File: src/rtl/spi_reg_bank.sv
// SPI mode-0 write-only slave that validates 16-bit frames and commits the data byte
// into one of five PWM control registers when chip-select deasserts.
module spi_reg_bank #(
  parameter int         SYNC_STAGES = 2,
  parameter logic [6:0] MAX_ADDR    = 7'h04
) (
  input  logic       clk,
  input  logic       rst,
  input  logic       sclk,
  input  logic       copi,
  input  logic       ncs,
  output logic [7:0] en_reg_out_7_0,
  output logic [7:0] en_reg_out_15_8,
  output logic [7:0] en_reg_pwm_7_0,
  output logic [7:0] en_reg_pwm_15_8,
  output logic [7:0] pwm_duty_cycle
);

  typedef enum logic [1:0] {IDLE, SHIFT, CHECK} state_t;

  logic [SYNC_STAGES-1:0] r_sclk_sync, r_copi_sync, r_ncs_sync;
  logic                   r_sclk_prev, r_ncs_prev;
  state_t                 r_state, w_state_nxt;
  logic [15:0]            r_shift, w_shift_nxt;
  logic [4:0]             r_cnt, w_cnt_nxt;
  logic                   r_ovr, w_ovr_nxt;
  logic                   w_commit;
  logic [4:0][7:0]        r_regs;

  logic w_sclk, w_copi, w_ncs;
  logic w_sclk_rise, w_ncs_fall, w_ncs_rise;

  // Sync flops reset to 0 so a chip-select held low through reset never looks like a falling edge.
  always_ff @(posedge clk) begin
    if (rst) begin
      r_sclk_sync <= '0;
      r_copi_sync <= '0;
      r_ncs_sync  <= '0;
      r_sclk_prev <= 1'b0;
      r_ncs_prev  <= 1'b0;
    end else begin
      r_sclk_sync <= {r_sclk_sync[SYNC_STAGES-2:0], sclk};
      r_copi_sync <= {r_copi_sync[SYNC_STAGES-2:0], copi};
      r_ncs_sync  <= {r_ncs_sync[SYNC_STAGES-2:0], ncs};
      r_sclk_prev <= w_sclk;
      r_ncs_prev  <= w_ncs;
    end
  end

  assign w_sclk      = r_sclk_sync[SYNC_STAGES-1];
  assign w_copi      = r_copi_sync[SYNC_STAGES-1];
  assign w_ncs       = r_ncs_sync[SYNC_STAGES-1];
  assign w_sclk_rise = w_sclk & ~r_sclk_prev;
  assign w_ncs_fall  = ~w_ncs & r_ncs_prev;
  assign w_ncs_rise  = w_ncs & ~r_ncs_prev;

  always_ff @(posedge clk) begin
    if (rst) begin
      r_state <= IDLE;
      r_shift <= '0;
      r_cnt   <= '0;
      r_ovr   <= 1'b0;
    end else begin
      r_state <= w_state_nxt;
      r_shift <= w_shift_nxt;
      r_cnt   <= w_cnt_nxt;
      r_ovr   <= w_ovr_nxt;
    end
  end

  always_comb begin
    w_state_nxt = r_state;
    w_shift_nxt = r_shift;
    w_cnt_nxt   = r_cnt;
    w_ovr_nxt   = r_ovr;
    w_commit    = 1'b0;
    case (r_state)
      IDLE: begin
        if (w_ncs_fall) begin
          w_shift_nxt = '0;
          w_cnt_nxt   = '0;
          w_ovr_nxt   = 1'b0;
          w_state_nxt = SHIFT;
        end
      end
      SHIFT: begin
        if (w_ncs_rise) begin
          w_state_nxt = CHECK;
        end else if (w_sclk_rise) begin
          // A 17th clock poisons the frame instead of shifting the header out.
          if (!r_cnt[4]) begin
            w_shift_nxt = {r_shift[14:0], w_copi};
            w_cnt_nxt   = r_cnt + 5'd1;
          end else begin
            w_ovr_nxt = 1'b1;
          end
        end
      end
      CHECK: begin
        w_commit    = (r_cnt == 5'd16) && !r_ovr && r_shift[15] && (r_shift[14:8] <= MAX_ADDR);
        w_state_nxt = IDLE;
      end
      default: w_state_nxt = IDLE;
    endcase
  end

  always_ff @(posedge clk) begin
    if (rst) begin
      r_regs <= '0;
    end else if (w_commit) begin
      case (r_shift[14:8])
        7'h00:   r_regs[0] <= r_shift[7:0];
        7'h01:   r_regs[1] <= r_shift[7:0];
        7'h02:   r_regs[2] <= r_shift[7:0];
        7'h03:   r_regs[3] <= r_shift[7:0];
        7'h04:   r_regs[4] <= r_shift[7:0];
        default: ;
      endcase
    end
  end

  assign en_reg_out_7_0  = r_regs[0];
  assign en_reg_out_15_8 = r_regs[1];
  assign en_reg_pwm_7_0  = r_regs[2];
  assign en_reg_pwm_15_8 = r_regs[3];
  assign pwm_duty_cycle  = r_regs[4];

endmodule

File: config.mk
export PLATFORM = sky130hd
export DESIGN_NAME = spi_reg_bank
export DESIGN_NICKNAME = d
export VERILOG_FILES = /design/src/rtl/spi_reg_bank.sv
export SDC_FILE = /design/constraint.sdc
export NUM_CORES = 1
export LEC_CHECK = 0
export ABC_AREA = 1
export CAP_MARGIN = 30
export CORE_UTILIZATION = 58
export CTS_CLUSTER_DIAMETER = 80
export DETAILED_ROUTE_END_ITERATION = 7
export GPL_TIMING_DRIVEN = 1
export PLACE_DENSITY = 0.9
export RECOVER_POWER = 50
export SYNTH_ARGS = -nofsm -noshare
export SYNTH_HDL_FRONTEND = slang
export SYNTH_SLANG_ARGS = --single-unit
File: constraint.sdc
create_clock -name clk -period 2.9 [get_ports clk]
set_clock_uncertainty 0.1 [all_clocks]
set_input_delay 0.58 -clock clk [delete_from_list [all_inputs] [get_ports clk]]
set_output_delay 0.58 -clock clk [all_outputs]
set_load 0.05 [all_outputs]
==> metrics.md <==
| Metric | Value |
|---|---|
| Full die area | between 0.005 and 0.006 mm2 |
| Row cnt | 26 |
| H-tree depth | 3 |
| Post-DP HPWL | 4440 um |
| CTS clk-pin slew, worst paths | around 0.07 ns |
| CTS Hold Bufs | 0 |
| First-pass GRT wire length | around 11,000 um |
| Final #Nets | 476 |
| Wire length on met2 | ~3400 um |
| Buffers on Ports | between 40 and 50 |
| Most frequent cells in the layout | nand2_1 (91), nor2_1 (80), dfxtp_1 (72) |
| Fin. max-slew vios | 0 |
| Chip height | between 70 and 80 um |
| Routed length on met3 | 501 um |
| Number of diodes | 0 |
| Worst-path fanout max | 2 |
| Ys Warns | 0 |
| #FFs+latches synth | 72 |
| Initial antenna violation count | 0 |
| Yosys top cell area share | 0.465 |
| Pint | 1470 uW |
| Period utilization | 0.767 |
| Number of CTS-inserted buffers | 9 |
| Syn Std Cell Area | 0.00310 mm2 |
| Slowest CP cell | clkdlybuf4s50_1 |
| Final setup vio count | 0 |
| Leading area contributor after synthesis | dfxtp_1 |
| Area contributors post-synth | dfxtp_1 (47%), nand2_1 (11%), nor2_1 (9.5%), inv_1 (8.4%), a21oi_1 (5.2%) |
| Initial core utilization | 0.602 |
| Clock power share | 0.418 |
| Total Power | between 1500 and 2000 uW |
| Sw frac | 0.235 |
| CTS tree | built |
| CP max stage delay | 0.84 ns |
| Gpl congestion | between 0.8 and 0.9 |
| Hold Slack | between 0.3 and 0.4 ns |
| Syn avg cell area | around 7.2 um2 |
| Syn-to-layout area delta | 18.1% |
| Post-DRT Antenna Nets | 0 |
| Delay-heaviest family, CP | buffers and inverters |
| Routed WL | roughly 7000 um |
| Most common cell after layout, fill and taps aside | nand2_1 |
| Fraction of layout cells with a size suffix above 1 | 0.0612 |
| Final hold violation count | 0 |
| GRT overflow | 0 |
| Longest Clk Path Bufs | 2 |
| Critical Path AT | 1.55 ns |
| Hold endpoint | r_copi_sync[1]$_SDFF_PP0_ |
| Clk sinks | just over 70 |
| Setup crit end kind | output port |
| TritonRoute pass-1 iters | 6 |
| Power Dens Cells | 525 mW/mm2 |
| Slew @ Worst Pin | 1.16 ns |
| Unrepaired setup endpoints after global routing | no |
| HP Start | r_copi_sync[0]$_SDFF_PP0_ |
| Sw Pwr | around 450 uW |
| Outcome | finished clean |
| Worst Setup Start Kind | register |
| Core ar. | between 0.005 and 0.006 mm2 |
| Met1 WL | around 2900 um |
| Setup repair bufs after CTS | 0 |
| Critical path required time | between 2 and 2.5 ns |
| Initial drt markers | approximately 220 |
| Die Wd | 75.1 um |
| Vias in the first global route | ~2,400 |
| CP cell instances | clkdlybuf4s50_1 |
| Uppermost routed layer | met4 |
| Cells after Synth | between 400 and 500 |
| Routed via count | ~2,700 |
| RR Endpoint | en_reg_out_7_0[1]$_SDFFE_PP0P_ |
| Yosys cell types | 28 |
| Post-CTS sizing | 0 |
| HP Class | reg2reg |
| Fin Setup TNS | 0 ns |
| Reg2Reg Setup Slack | just under 0.8 ns |
| WP buf/inv | 1 |
| Worst-Skew Late Latency | 0.35 ns |
| Vias per inst | just over 5 |
| Drt drc | 0 |
| Pin count of the biggest net entering global routing | 43 |
| Avg WL per Cell | between 10 and 15 um |
| RR Startpoint | r_cnt[0]$_SDFFE_PP0P_ |
| Max-cap violations | 0 |
| Syn_nets | ~440 |
| WS Path Type | reg2out |
| Worst hold path depth | 2 |
| Worst-case reg-to-reg path depth | 7 |
| Max Clk Rate | between 400 and 500 MHz |
| Root buffer cell | clkbuf_8 |
| Sequential share of power | 0.521 |
| Leak | roughly 0.0016 uW |
| Worst VDD drop | ~0.43 mV |
| Combinational share of power | 0.061 |
| Tot GR Track Use | 0.274 |
| Seq/Total Area, Yosys | 0.465 |
| Total I/O pin count | 45 |
| Fin crit period | 2.23 ns |
| Worst rel slew slack | 0.224 |
power groups by stage:
stage / sequential [uW] / clock, uW / combinational, uW
3_3_place_gp: 1020 / 0 / 114
3_5_place_dp: 1020 / 0 / 117
6_report: 1000 / 803 / 117
4_1_cts: 1000 / 813 / 118
2_1_floorplan: 1020 / 0 / 104
5_1_grt: 1000 / 861 / 132
worst reg2reg max path: stages, from the launching register on:
cell and delay [ns]:
dfxtp_1 0.35, inv_1 0.09, ha_1 0.17, nand3_1 0.11, nor2_1 0.32, nand3_1 0.45, o21ai_0 0.34, a21oi_1 0.08
per-layer routing:
layer,global-route usage,up-vias
met3,0.0910,21
li1,-,1386
met1,0.329,1244
met2,0.450,96
met4,0.115,0
met5,0,-
synth_stat cells:
| master | count |
|---|---|
| buf_4 | 6 |
| nor2_4 | 2 |
| inv_1 | 69 |
| inv_2 | 1 |
| nor2_8 | 1 |
| nand2_1 | 91 |
| nand4_1 | 1 |
| buf_1 | 1 |
| clkinv_2 | 1 |
| dfxtp_1 | 72 |
| nand3_1 | 23 |
| ha_1 | 2 |
| a21oi_2 | 1 |
| or2_4 | 1 |
| a21oi_1 | 32 |
| nor2_2 | 6 |
| buf_2 | 2 |
| o21ai_1 | 11 |
| nand4_2 | 4 |
| nor2_1 | 78 |
| nand3_2 | 2 |
| nand3_4 | 2 |
| nor3_4 | 1 |
| clkbuf_1 | 3 |
| nand2_2 | 1 |
| buf_6 | 4 |
| o21ai_0 | 9 |
| or2_2 | 1 |
worst max-delay path by stage:
stage	from	to	slack, ns	cells after the start
after global routing	r_cnt[0]$_SDFFE_PP0P_	en_reg_out_7_0[3]$_SDFFE_PP0P_	0.58	7
after global placement	rst	en_reg_out_7_0[3]$_SDFFE_PP0P_	1.05	5
after detailed placement	rst	en_reg_out_7_0[4]$_SDFFE_PP0P_	0.98	5
after CTS	en_reg_out_15_8[7]$_SDFFE_PP0P_	en_reg_out_15_8[7]	0.67	1
final	en_reg_pwm_15_8[0]$_SDFFE_PP0P_	en_reg_pwm_15_8[0]	0.67	1
after floorplan	r_cnt[0]$_SDFFE_PP0P_	en_reg_out_7_0[5]$_SDFFE_PP0P_	1.43	8
cells by family after synthesis:
family,after synthesis,share of synthesized area
compound gates,53,0.0869
fa+ha+maj,2,0.00808
buf+inv,87,0.124
flops,72,0.465
simple gates,214,0.316
registers in the layout (all words and copies together), names as in the netlist:
register / count
r_shift: 16
en_reg_out_15_8: 8
en_reg_out_7_0: 8
en_reg_pwm_15_8: 8
en_reg_pwm_7_0: 8
pwm_duty_cycle: 8
r_cnt: 5
r_copi_sync: 2
r_ncs_sync: 2
r_sclk_sync: 2
r_state: 2
r_ncs_prev: 1
r_ovr: 1
r_sclk_prev: 1
area by class of cell:
| cell class | instances | area, um2 |
|---|---|---|
| timing repair buffer | 46 | 452 |
| fill | 422 | 1480 |
| multi-input combinational | 269 | 1210 |
| clock inverter | 2 | 37.5 |
| clock buffer | 14 | 163 |
| sequential | 72 | 1440 |
| tap | 70 | 87.6 |
| inverter | 71 | 268 |
metrics by stage:
step / instance area [um2] / setup WS, ns / util / cells
finish: 3660 / 0.675 / 0.712 / 544
global route: 3660 / 0.578 / 0.712 / 544
CTS: 3720 / 0.674 / 0.725 / 544
detailed placement: 3520 / 0.978 / 0.686 / 528
global placement: 3520 / 1.05 / 0.686 / 528
floorplan: 3100 / 1.43 / - / 428
Note: power is estimated with default switching activity, not from simulation.
